File: src/rtl/mbt_min_extract_if.sv
// Pop-minimum request/result bundle between the dequeue client and the min-extract engine.
// The client drives ext_req; the engine returns the tag along with its status flags.
interface mbt_min_extract_if #(
    parameter int N = 4
) ();
    logic           ext_req;
    logic           ext_ready;
    logic           tag_valid;
    logic [2*N-1:0] tag_out;
    logic           tag_empty;
    logic           err_incons;

    modport master (
        output ext_req,
        input  ext_ready, tag_valid, tag_out, tag_empty, err_incons
    );

    modport slave (
        input  ext_req,
        output ext_ready, tag_valid, tag_out, tag_empty, err_incons
    );
endinterface

File: src/rtl/mbt_min_extract.sv
// Dequeue side of the two-level tag-sort tree. Finds the smallest set tag {node,bit} and removes it.
// The layer-1 bit is cleared only when the node drains and no concurrent insert is hitting that node.
module mbt_min_extract #(
    parameter int W = 16,
    parameter int N = 4
) (
    input  logic                 clk,
    input  logic                 rst_n,
    mbt_min_extract_if.slave     ext,
    input  logic [W-1:0]         i_root_bitmap,
    output logic                 o_root_clr_valid,
    output logic [N-1:0]         o_root_clr_idx,
    output logic                 o_l2_rd_en,
    output logic [N-1:0]         o_l2_rd_addr,
    input  logic [W-1:0]         i_l2_rd_data,
    output logic                 o_l2_clr_valid,
    output logic [N-1:0]         o_l2_clr_addr,
    output logic [W-1:0]         o_l2_clr_mask,
    input  logic                 i_ins_valid,
    input  logic [N-1:0]         i_ins_node_addr
);

    // state  | meaning
    // IDLE   | ready for a pop request, root bitmap sampled here
    // READ   | layer-2 read of node idx1 issued
    // SCAN   | node word returned, pick lowest bit
    // CLEAR  | AND-NOT clear of the bit, optional layer-1 clear
    // DONE   | result pulse
    typedef enum logic [2:0] {
        IDLE  = 3'd0,
        READ  = 3'd1,
        SCAN  = 3'd2,
        CLEAR = 3'd3,
        DONE  = 3'd4
    } state_t;

    state_t         r_state;
    state_t         w_state_nxt;
    logic [N-1:0]   r_idx1;
    logic [N-1:0]   r_idx2;
    logic           r_empty;
    logic           r_err;
    logic           r_root_clr;
    logic           r_hit;

    logic           w_ins_hit;
    logic [N-1:0]   w_scan_idx;
    logic [W-1:0]   w_scan_onehot;
    logic           w_data_zero;
    logic           w_node_last;
    logic [W-1:0]   w_idx2_onehot;

    // Lowest set bit wins: bit 0 is the smallest tag.
    function automatic logic [N-1:0] pe(input logic [W-1:0] v);
        logic [N-1:0] idx;
        idx = '0;
        for (int i = W - 1; i >= 0; i--) begin
            if (v[i]) idx = N'(i);
        end
        return idx;
    endfunction

    assign w_ins_hit     = i_ins_valid && (i_ins_node_addr == r_idx1);
    assign w_scan_idx    = pe(i_l2_rd_data);
    assign w_scan_onehot = {{(W-1){1'b0}}, 1'b1} << w_scan_idx;
    assign w_data_zero   = (i_l2_rd_data == '0);
    assign w_node_last   = ((i_l2_rd_data & ~w_scan_onehot) == '0);
    assign w_idx2_onehot = {{(W-1){1'b0}}, 1'b1} << r_idx2;

    always_ff @(posedge clk) begin
        if (!rst_n) begin
            r_state <= IDLE;
        end else begin
            r_state <= w_state_nxt;
        end
    end

    always_ff @(posedge clk) begin
        if (!rst_n) begin
            r_idx1     <= '0;
            r_idx2     <= '0;
            r_empty    <= 1'b0;
            r_err      <= 1'b0;
            r_root_clr <= 1'b0;
            r_hit      <= 1'b0;
        end else begin
            case (r_state)
                IDLE: begin
                    if (ext.ext_req) begin
                        r_idx1     <= pe(i_root_bitmap);
                        r_idx2     <= '0;
                        r_empty    <= (i_root_bitmap == '0);
                        r_err      <= 1'b0;
                        r_root_clr <= 1'b0;
                        r_hit      <= 1'b0;
                    end
                end
                SCAN: begin
                    r_hit <= w_ins_hit;
                    if (w_data_zero) begin
                        r_err      <= 1'b1;
                        r_empty    <= 1'b1;
                        r_root_clr <= 1'b1;
                        r_idx2     <= '0;
                    end else begin
                        r_idx2     <= w_scan_idx;
                        r_root_clr <= w_node_last;
                    end
                end
                default: begin
                end
            endcase
        end
    end

    always_comb begin
        w_state_nxt      = r_state;
        ext.ext_ready    = 1'b0;
        ext.tag_valid    = 1'b0;
        ext.tag_out      = '0;
        ext.tag_empty    = 1'b0;
        ext.err_incons   = 1'b0;
        o_root_clr_valid = 1'b0;
        o_root_clr_idx   = '0;
        o_l2_rd_en       = 1'b0;
        o_l2_rd_addr     = '0;
        o_l2_clr_valid   = 1'b0;
        o_l2_clr_addr    = '0;
        o_l2_clr_mask    = '0;

        case (r_state)
            IDLE: begin
                ext.ext_ready = 1'b1;
                if (ext.ext_req) begin
                    w_state_nxt = (i_root_bitmap == '0) ? DONE : READ;
                end
            end
            READ: begin
                o_l2_rd_en   = 1'b1;
                o_l2_rd_addr = r_idx1;
                w_state_nxt  = SCAN;
            end
            SCAN: begin
                w_state_nxt = CLEAR;
            end
            CLEAR: begin
                if (!r_err) begin
                    o_l2_clr_valid = 1'b1;
                    o_l2_clr_addr  = r_idx1;
                    o_l2_clr_mask  = w_idx2_onehot;
                end
                // An insert landing on this node keeps it non-empty, so its root bit must survive.
                if (r_root_clr && !r_hit && !w_ins_hit) begin
                    o_root_clr_valid = 1'b1;
                    o_root_clr_idx   = r_idx1;
                end
                w_state_nxt = DONE;
            end
            DONE: begin
                ext.tag_valid  = 1'b1;
                ext.tag_out    = r_empty ? '0 : {r_idx1, r_idx2};
                ext.tag_empty  = r_empty;
                ext.err_incons = r_err;
                w_state_nxt    = IDLE;
            end
            default: begin
                w_state_nxt = IDLE;
            end
        endcase
    end

endmodule
File: src/flat_wrapper.sv
// flat-port wrapper written by rule: the top's interface ports become plain ports
module mbt_min_extract_flat 
#(
    parameter int W = 16,
    parameter int N = 4
)
  (clk, rst_n, i_root_bitmap, o_root_clr_valid, o_root_clr_idx, o_l2_rd_en, o_l2_rd_addr, i_l2_rd_data, o_l2_clr_valid, o_l2_clr_addr, o_l2_clr_mask, i_ins_valid, i_ins_node_addr, ext_ext_req, ext_ext_ready, ext_tag_valid, ext_tag_out, ext_tag_empty, ext_err_incons);
  mbt_min_extract_if #(.N(N)) ext_i ();
  input  logic clk;
  input  logic rst_n;
  input  logic [W-1:0] i_root_bitmap;
  output logic o_root_clr_valid;
  output logic [N-1:0] o_root_clr_idx;
  output logic o_l2_rd_en;
  output logic [N-1:0] o_l2_rd_addr;
  input  logic [W-1:0] i_l2_rd_data;
  output logic o_l2_clr_valid;
  output logic [N-1:0] o_l2_clr_addr;
  output logic [W-1:0] o_l2_clr_mask;
  input  logic i_ins_valid;
  input  logic [N-1:0] i_ins_node_addr;
  input wire logic [$bits(ext_i.ext_req)-1:0] ext_ext_req;
  output wire logic [$bits(ext_i.ext_ready)-1:0] ext_ext_ready;
  output wire logic [$bits(ext_i.tag_valid)-1:0] ext_tag_valid;
  output wire logic [$bits(ext_i.tag_out)-1:0] ext_tag_out;
  output wire logic [$bits(ext_i.tag_empty)-1:0] ext_tag_empty;
  output wire logic [$bits(ext_i.err_incons)-1:0] ext_err_incons;
  assign ext_i.ext_req = ext_ext_req;
  assign ext_ext_ready = ext_i.ext_ready;
  assign ext_tag_valid = ext_i.tag_valid;
  assign ext_tag_out = ext_i.tag_out;
  assign ext_tag_empty = ext_i.tag_empty;
  assign ext_err_incons = ext_i.err_incons;
  mbt_min_extract #(.W(W), .N(N)) u_core (.clk(clk), .rst_n(rst_n), .ext(ext_i), .i_root_bitmap(i_root_bitmap), .o_root_clr_valid(o_root_clr_valid), .o_root_clr_idx(o_root_clr_idx), .o_l2_rd_en(o_l2_rd_en), .o_l2_rd_addr(o_l2_rd_addr), .i_l2_rd_data(i_l2_rd_data), .o_l2_clr_valid(o_l2_clr_valid), .o_l2_clr_addr(o_l2_clr_addr), .o_l2_clr_mask(o_l2_clr_mask), .i_ins_valid(i_ins_valid), .i_ins_node_addr(i_ins_node_addr));
endmodule
File: config.mk
export PLATFORM = sky130hd
export DESIGN_NAME = mbt_min_extract_flat
export DESIGN_NICKNAME = d
export VERILOG_FILES = /design/src/rtl/mbt_min_extract_if.sv /design/src/rtl/mbt_min_extract.sv /design/src/flat_wrapper.sv
export SDC_FILE = /design/constraint.sdc
export NUM_CORES = 1
export LEC_CHECK = 0
export ABC_AREA = 1
export CORE_MARGIN = 2
export CORE_UTILIZATION = 38
export CTS_CLUSTER_SIZE = 28
export DETAILED_ROUTE_END_ITERATION = 16
export PLACE_DENSITY = 0.8
export SYNTH_ARGS = -nofsm -noshare
export SYNTH_HDL_FRONTEND = slang
export SYNTH_SLANG_ARGS = --single-unit
File: constraint.sdc
create_clock -name clk -period 2.5 [get_ports clk]
set_clock_uncertainty 0.2 [all_clocks]
set_input_delay 0.5 -clock clk [delete_from_list [all_inputs] [get_ports clk]]
set_output_delay 0.5 -clock clk [all_outputs]
set_load 0.1 [all_outputs]
==> results.txt, run 1 <==
----------------------------------------------------
[Clocking]
  Sink Count ... 15
  Bufs on Longest Clock Path ... 2
  Resized Gates After CTS ... just over 40
  Post-CTS setup buffers ... 14
  Hold buffer count at CTS ... 0
  Number of buffers added by the clock tree synthesis step ... 3
  Root Driver ... sky130_fd_sc_hd__clkbuf_8
  Maximum level of the CTS H-tree ... 1

[Synth]
  Total of flip-flops plus latches after synthesis ... 15
  Top cell type by total area after synthesis ... sky130_fd_sc_hd__dfxtp_1
  Yosys warning total ... 0
  Total standard cell area after synthesis ... 1450 sq um
  Synthesized-area fraction occupied by ao, oa, aoi and oai cells ... 16.8%
  Top cells by instance count after synthesis ... sky130_fd_sc_hd__nor2_1 (55), sky130_fd_sc_hd__nand2_1 (54), sky130_fd_sc_hd__inv_1 (47)
  Portion of netlist area occupied by mux cells ... 0%
  Xor/xnor share of the synthesized area ... less than 1%
  Largest family of logic cells by synthesized area ... simple AND/OR/NAND/NOR gates
  Predominant post-synthesis flop cell ... sky130_fd_sc_hd__dfxtp_1
  Count of distinct cell types in the synthesized netlist ... 33
  Synthesized area divided by synthesized cell count ... about 5.5 sq um
  Most instantiated library cell after synthesis ... sky130_fd_sc_hd__nor2_1
  Fraction of the yosys area taken by sequential cells ... around 21%
  Adder-Cell Fraction of Synth Area ... 0%
  Gate count after technology mapping ... 263
  Area contributors post-synth ... sky130_fd_sc_hd__dfxtp_1 (21%), sky130_fd_sc_hd__nor2_1 (14%), sky130_fd_sc_hd__nand2_1 (14%), sky130_fd_sc_hd__inv_1 (12%), sky130_fd_sc_hd__nand3_1 (6.2%)
  Number of synthesized flops with an enable pin ... 0
  Fraction of registers with async set or reset after synthesis ... 0%
  Post-Synthesis Net Count ... approximately 300
  Basic-gate share of the synthesized area counting and, or, nand and nor cells ... around half
  Share of the synthesized area in the top cell type ... between 20% and 30%

[Place]
  Cell area after placement ... around 3400 sq um
  Number of I/O port buffers ... 82
  Gp weighted congestion ... between 0.8 and 0.9
  Post-DP HPWL ... 5540 microns

[Die]
  Number of top-level design ports ... slightly above 80
  Height of the die ... between 60 and 70 microns
  Site row count ... 22
  Starting density of the core ... a little under 40%
  Die outline width ... around 66 microns

[Outcome]
  Status ... stopped before the end
  Error msg ... [ERROR DPL-0033] detailed placement checks failed during check placement.
  Stage where the flow stopped ... 4_1_cts

----------------------------------------------------
## per-stage QoR
stage / hold WS [ns] / worst slack, ns / std cells / setup TNS, ns
floorplan: 0.240 / -0.382 / 263 / -7.79
global placement: 0.260 / -0.467 / 428 / -2.45
detailed placement: 0.269 / -0.631 / 428 / -3.32
## kinds of logic after synthesis
| group | after synthesis |
|---|---|
| and+or+nand+nor | 155 |
| buffers and inverters | 53 |
| DFF | 15 |
| xor gates and xnor gates | 1 |
| AOI/OAI and AO/OA | 39 |
==> inputs of run 2 (changes only) <==
--- a/config.mk
+++ b/config.mk
@@ -7,10 +7,9 @@
 export LEC_CHECK = 0
 export ABC_AREA = 1
 export CORE_MARGIN = 2
-export CORE_UTILIZATION = 38
-export CTS_CLUSTER_SIZE = 28
+export CORE_UTILIZATION = 32
 export DETAILED_ROUTE_END_ITERATION = 16
-export PLACE_DENSITY = 0.8
+export PLACE_DENSITY_LB_ADDON = 0.15
 export SYNTH_ARGS = -nofsm -noshare
 export SYNTH_HDL_FRONTEND = slang
 export SYNTH_SLANG_ARGS = --single-unit
==> results.txt, run 2 <==
----------------------------------------------------
[Timing]
  Final-report setup violation count ... 5
  Final Cycle Share ... 104%
  Post-route minimum period ... between 2 and 3 ns
  Maximum operating frequency ... between 0.3 and 0.4 GHz
  RSZ-0062 raised after global routing ... true
  Setup slack after layout ... -0.102 ns
  Final hold violation count ... 0
  Sum Neg Setup Slack ... -0.395 ns
  Worst slew pin tran ... between 0.4 and 0.5 ns
  Worst slew margin relative to its limit ... a little over 70%
  Slew Viols, Final ... 0

[Pwr]
  Relative contribution of the clock network to total power ... a little under a quarter
  Leakage power summed over all cells ... roughly 1.4 nW
  Reg power frac ... a little under a third
  Worst VDD drop ... around 280 uV
  Internal Dissipation ... ~530 uW
  Total power consumption of the routed design ... between 800 and 900 uW
  Switching Fraction ... between 30% and 40%
  Power per unit of standard cell area ... roughly 240 nW/um^2
  Fraction of power consumed by combinational cells ... between 40% and 50%
  Sw Pwr ... 328 uW

[Route]
  Number of remaining DRC errors ... 0
  Number of routed nets with antenna violations ... 0
  TritonRoute pass-1 iters ... 5
  Vias ... ~2.1k
  Final routed wire length divided by cell count ... between 10 and 15 microns
  Detailed Route Iter0 Violations ... 45
  Drt via density ... 4.86
  Final Routed Wirelength ... 5480 microns

[Synth]
  Predominant post-synthesis flop cell ... sky130_fd_sc_hd__dfxtp_1
  Yosys warning total ... 0
  Most instantiated library cell after synthesis ... sky130_fd_sc_hd__nor2_1
  Gate count after technology mapping ... roughly 260
  Number of synthesized flops with an enable pin ... 0
  Share of the synthesized area in the top cell type ... between 20% and 30%
  Adder-Cell Fraction of Synth Area ... 0%
  Basic-gate share of the synthesized area counting and, or, nand and nor cells ... 48.1%
  Top cells by instance count after synthesis ... sky130_fd_sc_hd__nor2_1 (55), sky130_fd_sc_hd__nand2_1 (54), sky130_fd_sc_hd__inv_1 (47)
  Synthesized area divided by synthesized cell count ... 5.50 sq um
  Synthesized-area fraction occupied by ao, oa, aoi and oai cells ... between 15 and 20%
  Area contributors post-synth ... sky130_fd_sc_hd__dfxtp_1 (21%), sky130_fd_sc_hd__nor2_1 (14%), sky130_fd_sc_hd__nand2_1 (14%), sky130_fd_sc_hd__inv_1 (12%), sky130_fd_sc_hd__nand3_1 (6.2%)
  Top cell type by total area after synthesis ... sky130_fd_sc_hd__dfxtp_1
  Total of flip-flops plus latches after synthesis ... 15
  Largest family of logic cells by synthesized area ... simple AND/OR/NAND/NOR gates
  Total standard cell area after synthesis ... between 1000 and 1500 sq um
  Xor/xnor share of the synthesized area ... less than 1%
  Fraction of the yosys area taken by sequential cells ... 20.7%
  Count of distinct cell types in the synthesized netlist ... 33
  Portion of netlist area occupied by mux cells ... 0%
  Fraction of registers with async set or reset after synthesis ... 0%
  Post-Synthesis Net Count ... approximately 300

[Clocking]
  Hold buffer count at CTS ... 0
  Sink Count ... 15
  Clock latency of the later-clocked register in the worst-skew pair ... ~0.25 ns
  Bufs on Longest Clock Path ... 2
  CTS tree ... yes
  Maximum level of the CTS H-tree ... 1
  Clock-pin slew reported for the worst setup and hold paths after clock tree synthesis ... roughly 0.060 ns
  Number of buffers added by the clock tree synthesis step ... 3
  Root Driver ... sky130_fd_sc_hd__clkbuf_8

[Global routing]
  Initial antenna violation count ... 0
  Aggregate global-route resource usage ... 22.1%
  Total grt overflow ... 0
  First-pass GRT wire length ... 9280 microns
  Via count of the first global-routing pass ... about 2.1k
  Maximum number of pins on one net before global-route repair ... 9

[Min path]
  WHS Path Cells ... 1
  Hold path startpoint ... u_core.r_state[0]$_SDFFE_PN0P_
  Endpoint of the worst hold-timing path ... u_core.r_state[0]$_SDFFE_PN0P_
  Hold/Removal Path Class ... reg -> reg

[Worst setup path]
  Reg-to-Reg End ... u_core.r_root_clr$_SDFFE_PN0P_
  Required time of the worst setup path ... about 1.8 ns
  Setup slack of the worst register-to-register path ... 0.73 ns
  Critical-path cell list ... inv_4, o22ai_2, a21oi_2, nand2_1, a221oi_2, or3b_4, inv_2, nand2_4, buf_6, nor2_4, buf_12
  Number of cell instances on the worst register-to-register path ... 9
  CP Class ... reg -> out
  CP max stage delay ... roughly 0.37 ns
  CP startpoint kind ... flip-flop
  Reg-to-Reg Start ... u_core.r_state[2]$_SDFFE_PN0P_
  Data arrival time of the critical path ... approximately 1.9 ns
  Highest fanout seen on the critical path ... 4
  Standard cell with the maximum stage delay on the critical path ... sky130_fd_sc_hd__or3b_4
  Setup crit end kind ... output pin

[Final layout]
  Fill cell count ... 270
  # diodes ... 0
  Area growth, synth to finish ... 146%
  Regs by FF count ... u_core.r_idx1: 4 flops, u_core.r_idx2: 4 flops, u_core.r_state: 3 flops
  Fraction of layout cells with a size suffix above 1 ... between 40% and 50%
  Fin nets ... 430
  Highest-count cells in the layout ignoring fill and taps ... sky130_fd_sc_hd__nand2_1 (50), sky130_fd_sc_hd__buf_12 (45), sky130_fd_sc_hd__nor2_4 (38)
  Post-layout util ... 81.7%
  Post-route non-filler standard cell count ... 441
  Most frequent standard cell in the layout excluding fill and tap cells ... sky130_fd_sc_hd__nand2_1

[Place]
  Post-DP HPWL ... between 4000 and 5000 microns
  Gp weighted congestion ... between 0.9 and 1
  Cells after DPL ... approximately 430
  Number of I/O port buffers ... between 80 and 90
  Pre-CTS WS ... -0.543 ns

[Job]
  Number of violations of the max-capacitance limit ... 0

[Outcome]
  Violated checks ... setup timing
  Status ... finished with violations

[Die]
  Number of top-level design ports ... just over 80
  Height of the die ... 71.3 microns
  Starting density of the core ... about 33%
  Die Area ... 5080 sq um
  Placeable core region ... around 4400 sq um
  Site row count ... 24
  Die outline width ... slightly above 70 microns

----------------------------------------------------
-- run 2: cell counts after synthesis --
Identical to the previous run, type by type.
-- run 2: layout make-up --
class	instances	area [sq um]	area share, %
Clock buffer	4	45.0	1.27
Inverter	53	211	5.95
Multi-Input combinational cell	195	1340	37.6
Sequential cell	15	310	8.73
Tap cell	52	65.1	1.83
Timing Repair Buffer	122	1590	44.6
-- run 2: how the worst max path moves through the flow --
| stage | start | endpoint | slack, ns | depth (start not counted) |
|---|---|---|---|---|
| 2_1_floorplan | u_core.r_state[1]$_SDFFE_PN0P_ | o_l2_clr_addr[0] | -0.38 | 6 |
| 3_3_place_gp | i_ins_node_addr[2] | o_root_clr_idx[2] | -0.46 | 11 |
| 3_5_place_dp | i_ins_node_addr[2] | o_root_clr_valid | -0.54 | 11 |
| 4_1_cts | u_core.r_idx1[0]$_SDFFE_PN0P_ | o_root_clr_idx[3] | -0.10 | 11 |
| 5_1_grt | u_core.r_idx1[2]$_SDFFE_PN0P_ | o_root_clr_idx[2] | -0.19 | 10 |
| 6_report | u_core.r_idx1[1]$_SDFFE_PN0P_ | o_root_clr_idx[2] | -0.10 | 11 |
-- run 2: timing repair --
item,in CTS,in global routing
buffers inserted,3,2
resized for setup,31,20
setup endpoints to repair,18,18
pin swaps,11,15
-- run 2: power by group through the flow --
stage	clock network (mW)	logic (mW)	registers, mW
finish	0.201	0.401	0.261
global route	0.214	0.432	0.262
CTS	0.200	0.384	0.260
detailed placement	0	0.380	0.264
global placement	0	0.374	0.264
floorplan	0	0.207	0.263
-- run 2: worst max-delay path, delay by kind of cell (launching register included) --
kind            cells  cell delay (ns)
simple gates        4             0.62
flops               1             0.36
buf+inv             4             0.44
compound gates      3             0.23
-- run 2: cells by family after synthesis --
family                 after synthesis
buffers and inverters               53
flip-flops                          15
AO/OA/AOI/OAI                       39
XOR/XNOR                             1
AND/OR/NAND/NOR                    155
-- run 2: per-layer routing --
layer / routed length [microns] / track usage, %
met1: 2320 / 26.8
met2: 2850 / 40.8
met3: 207 / 1.69
met4: 97 / 7.13
met5: 0 / 0
-- run 2: through the flow --
step                      instance area [sq um]  hold WS (ns)
after floorplan                            1790         0.240
after global placement                     3370         0.256
after detailed placement                   3370         0.264
after CTS                                  3440         0.273
after global routing                       3560         0.291
final                                      3560         0.278
Note: power is estimated with default switching activity, not from simulation.
